[config.mk]
export PLATFORM = sky130hd
export DESIGN_NAME = cpu_controller
export DESIGN_NICKNAME = d
export VERILOG_FILES = /design/src/rtl/cpu_controller.sv
export SDC_FILE = /design/constraint.sdc
export NUM_CORES = 1
export LEC_CHECK = 0
export ABC_AREA = 1
export CAP_MARGIN = 20
export CORE_UTILIZATION = 45
export CTS_CLUSTER_DIAMETER = 60
export DETAILED_ROUTE_END_ITERATION = 7
export PLACE_DENSITY = 0.75
export SYNTH_ARGS = -nofsm -noshare
export SYNTH_HDL_FRONTEND = slang
export SYNTH_SLANG_ARGS = --single-unit
[constraint.sdc]
create_clock -name clk -period 2 [get_ports clk]
set_input_delay 0.4 -clock clk [delete_from_list [all_inputs] [get_ports clk]]
set_output_delay 0.4 -clock clk [all_outputs]
set_load 0.05 [all_outputs]
[src/rtl/cpu_controller.sv]
// ----------------------------------------------------------------------------
// cpu_controller
//   Multi-cycle control FSM for the 16-bit Simple RISC Machine. Fetches each
//   instruction, decodes {opcode, op} and sequences the register file / ALU
//   datapath, the PC and the memory port one state per clock. All outputs are
//   Moore outputs. They are computed from the next state and registered
//   alongside it, so they are glitch-free during each state.
//
//   Optional feature: define CPU_CALL_EN to decode opcode 010 (BL, BX, BLX).
//   Without it, opcode 010 halts and the call states are not built.
//
// Ports
//   clk, reset            rising-edge clock, synchronous active-high reset
//   opcode, op, cond      instruction fields [15:13], [12:11], [10:8]
//   N, V, Z               registered status flags from the datapath
//   nsel                  one-hot register select: 001 Rn, 010 Rd, 100 Rm
//   write, load[abcsm]    datapath strobes
//   asel, bsel, csel      datapath operand muxes
//   vsel                  one-hot writeback: 0001 C, 0010 mdata, 0100 sximm8, 1000 PC
//   load_pc, reset_pc     PC register controls
//   pc_sel                PC source: 00 PC+1, 01 PC+1+sximm8, 10 datapath_out
//   addr_sel              memory address source: 1 PC, 0 data_address
//   load_ir               instruction register load
//   mem_cmd               00 none, 01 read, 10 write
//   halted                high while in HALT
//   state_dbg             current FSM state encoding, for observation only
// ----------------------------------------------------------------------------
module cpu_controller (
    input  logic       clk,
    input  logic       reset,
    input  logic [2:0] opcode,
    input  logic [1:0] op,
    input  logic [2:0] cond,
    input  logic       N,
    input  logic       V,
    input  logic       Z,
    output logic [2:0] nsel,
    output logic       write,
    output logic       loada,
    output logic       loadb,
    output logic       loadc,
    output logic       loads,
    output logic       loadm,
    output logic       asel,
    output logic       bsel,
    output logic       csel,
    output logic [3:0] vsel,
    output logic       load_pc,
    output logic       reset_pc,
    output logic [1:0] pc_sel,
    output logic       addr_sel,
    output logic       load_ir,
    output logic [1:0] mem_cmd,
    output logic       halted,
    output logic [4:0] state_dbg
);

    localparam logic [2:0] NSEL_RN = 3'b001;
    localparam logic [2:0] NSEL_RD = 3'b010;
    localparam logic [2:0] NSEL_RM = 3'b100;

    localparam logic [3:0] VSEL_C     = 4'b0001;
    localparam logic [3:0] VSEL_MDATA = 4'b0010;
    localparam logic [3:0] VSEL_IMM   = 4'b0100;
    localparam logic [3:0] VSEL_PC    = 4'b1000;

    localparam logic [1:0] PC_INC  = 2'b00;
    localparam logic [1:0] PC_REL  = 2'b01;
    localparam logic [1:0] PC_DOUT = 2'b10;

    localparam logic [1:0] CMD_READ  = 2'b01;
    localparam logic [1:0] CMD_WRITE = 2'b10;

    typedef enum logic [4:0] {
        S_RST       = 5'd0,
        S_IF1       = 5'd1,
        S_IF2       = 5'd2,
        S_UPDATE_PC = 5'd3,
        S_DECODE    = 5'd4,
        S_WRITE_IMM = 5'd5,
        S_GET_A     = 5'd6,
        S_GET_B     = 5'd7,
        S_EXEC      = 5'd8,
        S_WRITE_REG = 5'd9,
        S_MEM_ADDR  = 5'd10,
        S_MEM_RD    = 5'd11,
        S_LDR_WB    = 5'd12,
        S_STR_GETD  = 5'd13,
        S_STR_C     = 5'd14,
        S_MEM_WR    = 5'd15,
        S_BRANCH    = 5'd16,
        S_HALT      = 5'd17
`ifdef CPU_CALL_EN
        ,
        S_BL_LINK      = 5'd18,
        S_BRANCH_TAKEN = 5'd19,
        S_BX_GET       = 5'd20,
        S_BX_C         = 5'd21,
        S_BX_PC        = 5'd22
`endif
    } state_t;

    typedef struct packed {
        logic [2:0] nsel;
        logic       write;
        logic       loada;
        logic       loadb;
        logic       loadc;
        logic       loads;
        logic       loadm;
        logic       asel;
        logic       bsel;
        logic       csel;
        logic [3:0] vsel;
        logic       load_pc;
        logic       reset_pc;
        logic [1:0] pc_sel;
        logic       addr_sel;
        logic       load_ir;
        logic [1:0] mem_cmd;
        logic       halted;
    } ctrl_t;

    state_t state_q, state_d;
    ctrl_t  ctrl_q, ctrl_d;

    logic is_cmp;
    logic is_ldr;
    logic branch_taken;

    assign is_cmp = (opcode == 3'b101) && (op == 2'b01);
    assign is_ldr = (opcode == 3'b011);

    // Flags only change in a CMP's EXEC, so their value on entry to BRANCH
    // is the value held throughout BRANCH.
    always_comb begin
        branch_taken = 1'b0;
        case (cond)
            3'b000:  branch_taken = 1'b1;
            3'b001:  branch_taken = Z;
            3'b010:  branch_taken = ~Z;
            3'b011:  branch_taken = N ^ V;
            3'b100:  branch_taken = (N ^ V) | Z;
            default: branch_taken = 1'b0;
        endcase
    end

    // Next-state logic. GET_A, GET_B, EXEC and MEM_ADDR are shared between
    // instructions; the opcode (stable in the IR) picks the successor.
    always_comb begin
        state_d = state_q;
        case (state_q)
            S_RST:       state_d = S_IF1;
            S_IF1:       state_d = S_IF2;
            S_IF2:       state_d = S_UPDATE_PC;
            S_UPDATE_PC: state_d = S_DECODE;
            S_DECODE: begin
                case ({opcode, op})
                    5'b110_10: state_d = S_WRITE_IMM;
                    5'b110_00: state_d = S_GET_B;
                    5'b101_00,
                    5'b101_01,
                    5'b101_10: state_d = S_GET_A;
                    5'b101_11: state_d = S_GET_B;
                    5'b011_00,
                    5'b100_00: state_d = S_GET_A;
                    5'b001_00: state_d = S_BRANCH;
`ifdef CPU_CALL_EN
                    5'b010_11,
                    5'b010_10: state_d = S_BL_LINK;
                    5'b010_00: state_d = S_BX_GET;
`endif
                    default:   state_d = S_HALT;
                endcase
            end
            S_WRITE_IMM: state_d = S_IF1;
            S_GET_A:     state_d = (opcode == 3'b101) ? S_GET_B : S_MEM_ADDR;
            S_GET_B:     state_d = S_EXEC;
            S_EXEC:      state_d = is_cmp ? S_IF1 : S_WRITE_REG;
            S_WRITE_REG: state_d = S_IF1;
            S_MEM_ADDR:  state_d = is_ldr ? S_MEM_RD : S_STR_GETD;
            S_MEM_RD:    state_d = S_LDR_WB;
            S_LDR_WB:    state_d = S_IF1;
            S_STR_GETD:  state_d = S_STR_C;
            S_STR_C:     state_d = S_MEM_WR;
            S_MEM_WR:    state_d = S_IF1;
            S_BRANCH:    state_d = S_IF1;
            S_HALT:      state_d = S_HALT;
`ifdef CPU_CALL_EN
            // BL finishes with a relative jump; BLX continues into the BX path.
            S_BL_LINK:      state_d = (op == 2'b11) ? S_BRANCH_TAKEN : S_BX_GET;
            S_BRANCH_TAKEN: state_d = S_IF1;
            S_BX_GET:       state_d = S_BX_C;
            S_BX_C:         state_d = S_BX_PC;
            S_BX_PC:        state_d = S_IF1;
`endif
            default:     state_d = S_RST;
        endcase
    end

    // Moore outputs of the state being entered.
    always_comb begin
        ctrl_d = '0;
        case (state_d)
            S_RST: begin
                ctrl_d.reset_pc = 1'b1;
                ctrl_d.load_pc  = 1'b1;
            end
            S_IF1: begin
                ctrl_d.addr_sel = 1'b1;
                ctrl_d.mem_cmd  = CMD_READ;
            end
            S_IF2: begin
                ctrl_d.addr_sel = 1'b1;
                ctrl_d.mem_cmd  = CMD_READ;
                ctrl_d.load_ir  = 1'b1;
            end
            S_UPDATE_PC: begin
                ctrl_d.load_pc = 1'b1;
                ctrl_d.pc_sel  = PC_INC;
            end
            S_WRITE_IMM: begin
                ctrl_d.nsel  = NSEL_RN;
                ctrl_d.vsel  = VSEL_IMM;
                ctrl_d.write = 1'b1;
            end
            S_GET_A: begin
                ctrl_d.nsel  = NSEL_RN;
                ctrl_d.loada = 1'b1;
            end
            S_GET_B: begin
                ctrl_d.nsel  = NSEL_RM;
                ctrl_d.loadb = 1'b1;
            end
            S_EXEC: begin
                // MOV reg passes B through by zeroing the A operand.
                ctrl_d.asel  = (opcode == 3'b110);
                ctrl_d.loads = is_cmp;
                ctrl_d.loadc = ~is_cmp;
            end
            S_WRITE_REG: begin
                ctrl_d.nsel  = NSEL_RD;
                ctrl_d.vsel  = VSEL_C;
                ctrl_d.write = 1'b1;
            end
            S_MEM_ADDR: begin
                ctrl_d.bsel  = 1'b1;
                ctrl_d.loadm = 1'b1;
            end
            S_MEM_RD: begin
                ctrl_d.mem_cmd = CMD_READ;
            end
            S_LDR_WB: begin
                ctrl_d.mem_cmd = CMD_READ;
                ctrl_d.nsel    = NSEL_RD;
                ctrl_d.vsel    = VSEL_MDATA;
                ctrl_d.write   = 1'b1;
            end
            S_STR_GETD: begin
                ctrl_d.nsel  = NSEL_RD;
                ctrl_d.loadb = 1'b1;
            end
            S_STR_C: begin
                ctrl_d.asel  = 1'b1;
                ctrl_d.csel  = 1'b1;
                ctrl_d.loadc = 1'b1;
            end
            S_MEM_WR: begin
                ctrl_d.mem_cmd = CMD_WRITE;
            end
            S_BRANCH: begin
                ctrl_d.load_pc = branch_taken;
                ctrl_d.pc_sel  = branch_taken ? PC_REL : PC_INC;
            end
            S_HALT: begin
                ctrl_d.halted = 1'b1;
            end
`ifdef CPU_CALL_EN
            S_BL_LINK: begin
                ctrl_d.nsel  = NSEL_RN;
                ctrl_d.vsel  = VSEL_PC;
                ctrl_d.write = 1'b1;
            end
            S_BRANCH_TAKEN: begin
                ctrl_d.load_pc = 1'b1;
                ctrl_d.pc_sel  = PC_REL;
            end
            S_BX_GET: begin
                ctrl_d.nsel  = NSEL_RD;
                ctrl_d.loadb = 1'b1;
            end
            S_BX_C: begin
                ctrl_d.asel  = 1'b1;
                ctrl_d.csel  = 1'b1;
                ctrl_d.loadc = 1'b1;
            end
            S_BX_PC: begin
                ctrl_d.load_pc = 1'b1;
                ctrl_d.pc_sel  = PC_DOUT;
            end
`endif
            default: ctrl_d = '0;
        endcase
    end

    always_ff @(posedge clk) begin
        if (reset) begin
            state_q          <= S_RST;
            ctrl_q           <= '0;
            ctrl_q.reset_pc  <= 1'b1;
            ctrl_q.load_pc   <= 1'b1;
        end else begin
            state_q <= state_d;
            ctrl_q  <= ctrl_d;
        end
    end

    assign nsel      = ctrl_q.nsel;
    assign write     = ctrl_q.write;
    assign loada     = ctrl_q.loada;
    assign loadb     = ctrl_q.loadb;
    assign loadc     = ctrl_q.loadc;
    assign loads     = ctrl_q.loads;
    assign loadm     = ctrl_q.loadm;
    assign asel      = ctrl_q.asel;
    assign bsel      = ctrl_q.bsel;
    assign csel      = ctrl_q.csel;
    assign vsel      = ctrl_q.vsel;
    assign load_pc   = ctrl_q.load_pc;
    assign reset_pc  = ctrl_q.reset_pc;
    assign pc_sel    = ctrl_q.pc_sel;
    assign addr_sel  = ctrl_q.addr_sel;
    assign load_ir   = ctrl_q.load_ir;
    assign mem_cmd   = ctrl_q.mem_cmd;
    assign halted    = ctrl_q.halted;
    assign state_dbg = state_q;

endmodule

==> results.toml <==
[status]
status = "finished, final reports clean"

[die]
ioPinCount = 43
die_y_um = 56.5
coreArea_um2 = 2780
start_util = 0.481
die_w_um = 56.5
rows = 19
die_area_um2 = 3200

[critical_path]
required_ns = 1.60
cp_num_buf_inv = 1
slowest_stage = "clkdlybuf4s50_1"
crit_path_start = "load_pc"
reg2reg_from = "state_dbg[3]"
cp-end-kind = "primary output"
rr_endpoint = "load_pc"
cp-endpoint = "load_pc"
reg2regPathDepth = 13
worst-setup-path-type = "register to primary output"
critical_path_depth = 1
critical-path-max-stage-delay_ns = 0.80
crit_path_start_kind = "register"
cp.arrival_ns = 1.49
critPathMaxFanout = 1
crit_path_cell_trace = "clkdlybuf4s50_1"
rrSetupSlack_ns = 0.22
cp_top_family = "buffers and inverters"

[timing]
rsz0062_at_grt = "false"
drv_slew = 0
setup_viol = 0
hold_viol_final = 0
worst_slew_pin_slew_ns = 0.505
max_freq_mhz = 530
finClkSkew_ns = 0.0131
min_period_ns = 1.89
fin_crit_sh = 0.944
setup_slack_ns = 0.112
relSlewSlack = 0.663

[yosys]
syn_area_per_cell_um2 = 7.16
yosys_register_bits = 27
async_reset_ff_frac = 0
synth_enable_flop_cells = 0
seq_area_frac_synth = 0.404
synth_area_leaders = "dfxtp_1 (40%), nand2_1 (11%), nor2_1 (8.4%)"
synth_top_area_cell = "dfxtp_1"
synthDistinctLibCells = 30
synth_flop_cell = "dfxtp_1"
synth_warnings = 0
synth_cells = 187
synth.top_cell.area_share = 0.404
synth_common_cells = "nand2_1 (39), nor2_1 (30), dfxtp_1 (27), inv_1 (18), nand3_1 (12)"
synth_area_um2 = 1340
synth.most_common_cell = "nand2_1"

[placed_design]
io_buffers = 40
dpl_cell_area_um2 = 1820
dp_hpwl_um = 2490
dp_cells = 266
place.gp.congestion = 0.933
detailedPlace.worstSlack_ns = -0.136

[grt]
grt_pass1_wl_um = 5200
grt-ovfl-total = 0
track_usage = 0.207
grt_antenna_before_repair = 0
grt_pass1_vias = 1228
grt_max_degree = 17

[detailed_routing]
dr.pass1.iters = 4
drtAntennaViolNets = 0
drc_errors = 0
wl_um = 3090
first_iter_violations = 61
vias = 1359
wire_per_inst_um = 11.4
vias_per_cell = 5.03

[pwr]
p_per_area_nw_per_um2 = 1100
ir_drop_mv = 0.976
total_power_mw = 2.05
leakage_nw = 0.891

[clock_network]
tritoncts = "yes"
post-cts-setup-buffer-count = 0
clock-root-buffer = "clkbuf_4"
numCtsBuffers = 3
cts.sinks = 27
cts.clk_slew.worst_paths_ns = 0.15
clk_path_buf_depth = 2
clk_latency_ns = 0.34
htree_num_levels = 1

[layout]
area_growth_pct = 38.7
nNetsFinal = 253
final_area_um2 = 1860
fill_cells = 235
drive_above_1_share = 0.205
instances_no_fill = 270
final_core_util = 0.668
antenna_cells = 0

[min_path]
hold_class = "register to register"
hold_path_depth = 2

[job]
drv_cap = 0
[worst min path at each step]
stage / from / end / slack [ns]
finish: state_dbg[2] / mem_cmd[1] / 0.60
global route: state_dbg[2] / mem_cmd[1] / 0.63
CTS: state_dbg[2] / mem_cmd[1] / 0.59
detailed placement: state_dbg[2] / mem_cmd[1] / 0.57
global placement: state_dbg[2] / mem_cmd[1] / 0.57
floorplan: reset / state_dbg[2] / 0.48
[metrics by stage]
step                hold WS, ns  setup TNS [ns]
finish                    0.601               0
global route              0.625               0
CTS                       0.590               0
detailed placement        0.569          -0.460
global placement          0.566          -0.120
floorplan                 0.483               0
[placed cells by master (no fill, tap or decap), types with 2 or more instances in the layout]
cell | netlist | layout
nand3_1 | 12 | 12
nor2_2 | 3 | 3
nor3_1 | 3 | 3
dfxtp_1 | 27 | 27
conb_1 | 1 | 2
nand4_1 | 3 | 3
nor4_1 | 2 | 2
nand2_1 | 39 | 39
nand2_2 | 6 | 6
o21ai_0 | 4 | 4
a21oi_2 | 2 | 2
nand3_2 | 6 | 6
inv_2 | 7 | 7
clkdlybuf4s50_1 | 0 | 35
nor2_1 | 30 | 30
a21oi_1 | 3 | 3
nor2_4 | 4 | 4
inv_1 | 18 | 18
o21ai_1 | 3 | 3
buf_4 | 3 | 16
clkbuf_4 | 0 | 3
[cell type report]
| class | count | area (um^2) | area share |
|---|---|---|---|
| inverter | 26 | 97.6 | 0.0526 |
| multi-input combinational | 130 | 667 | 0.359 |
| sequential | 27 | 541 | 0.291 |
| clock buffer | 3 | 22.5 | 0.0121 |
| clock inverter | 1 | 7.51 | 0.00404 |
| tap | 31 | 38.8 | 0.0209 |
| timing repair buffer | 52 | 483 | 0.260 |
[metal layers]
metal  up-vias  GRT usage  part of all wire
met3         6     0.0276             0.049
met5         -          0                 0
met2        49      0.323              0.47
met1       610      0.280              0.46
met4         0      0.101             0.020
li1        694          -                 -
[power breakdown]
| part | switching, mW | internal [mW] |
|---|---|---|
| combinational | 0.746 | 0.396 |
| sequential | 0.0492 | 0.614 |
| clock | 0.167 | 0.0766 |
| total | 0.962 | 1.09 |
[what timing repair did]
action,CTS,global route
endpoints found under the setup margin,0,1
hold buffers,0,0
resized for setup,0,1
[cell families after synthesis]
group	share of synthesized area
other cells	0.00280
xor+xnor	0.00654
flops	0.404
compound gates	0.0794
simple gates	0.407
buf+inv	0.101
[state kept, by name (all words and copies together) (netlist names)]
signal / flops
pc_sel: 1
loadb: 1
asel: 1
write: 1
state_dbg: 5
load_pc: 1
csel: 1
halted: 1
loada: 1
load_ir: 1
loads: 1
addr_sel: 1
loadc: 1
mem_cmd: 2
nsel: 3
bsel: 1
vsel: 3
reset_pc: 1
(Power assumes the default switching activity.)
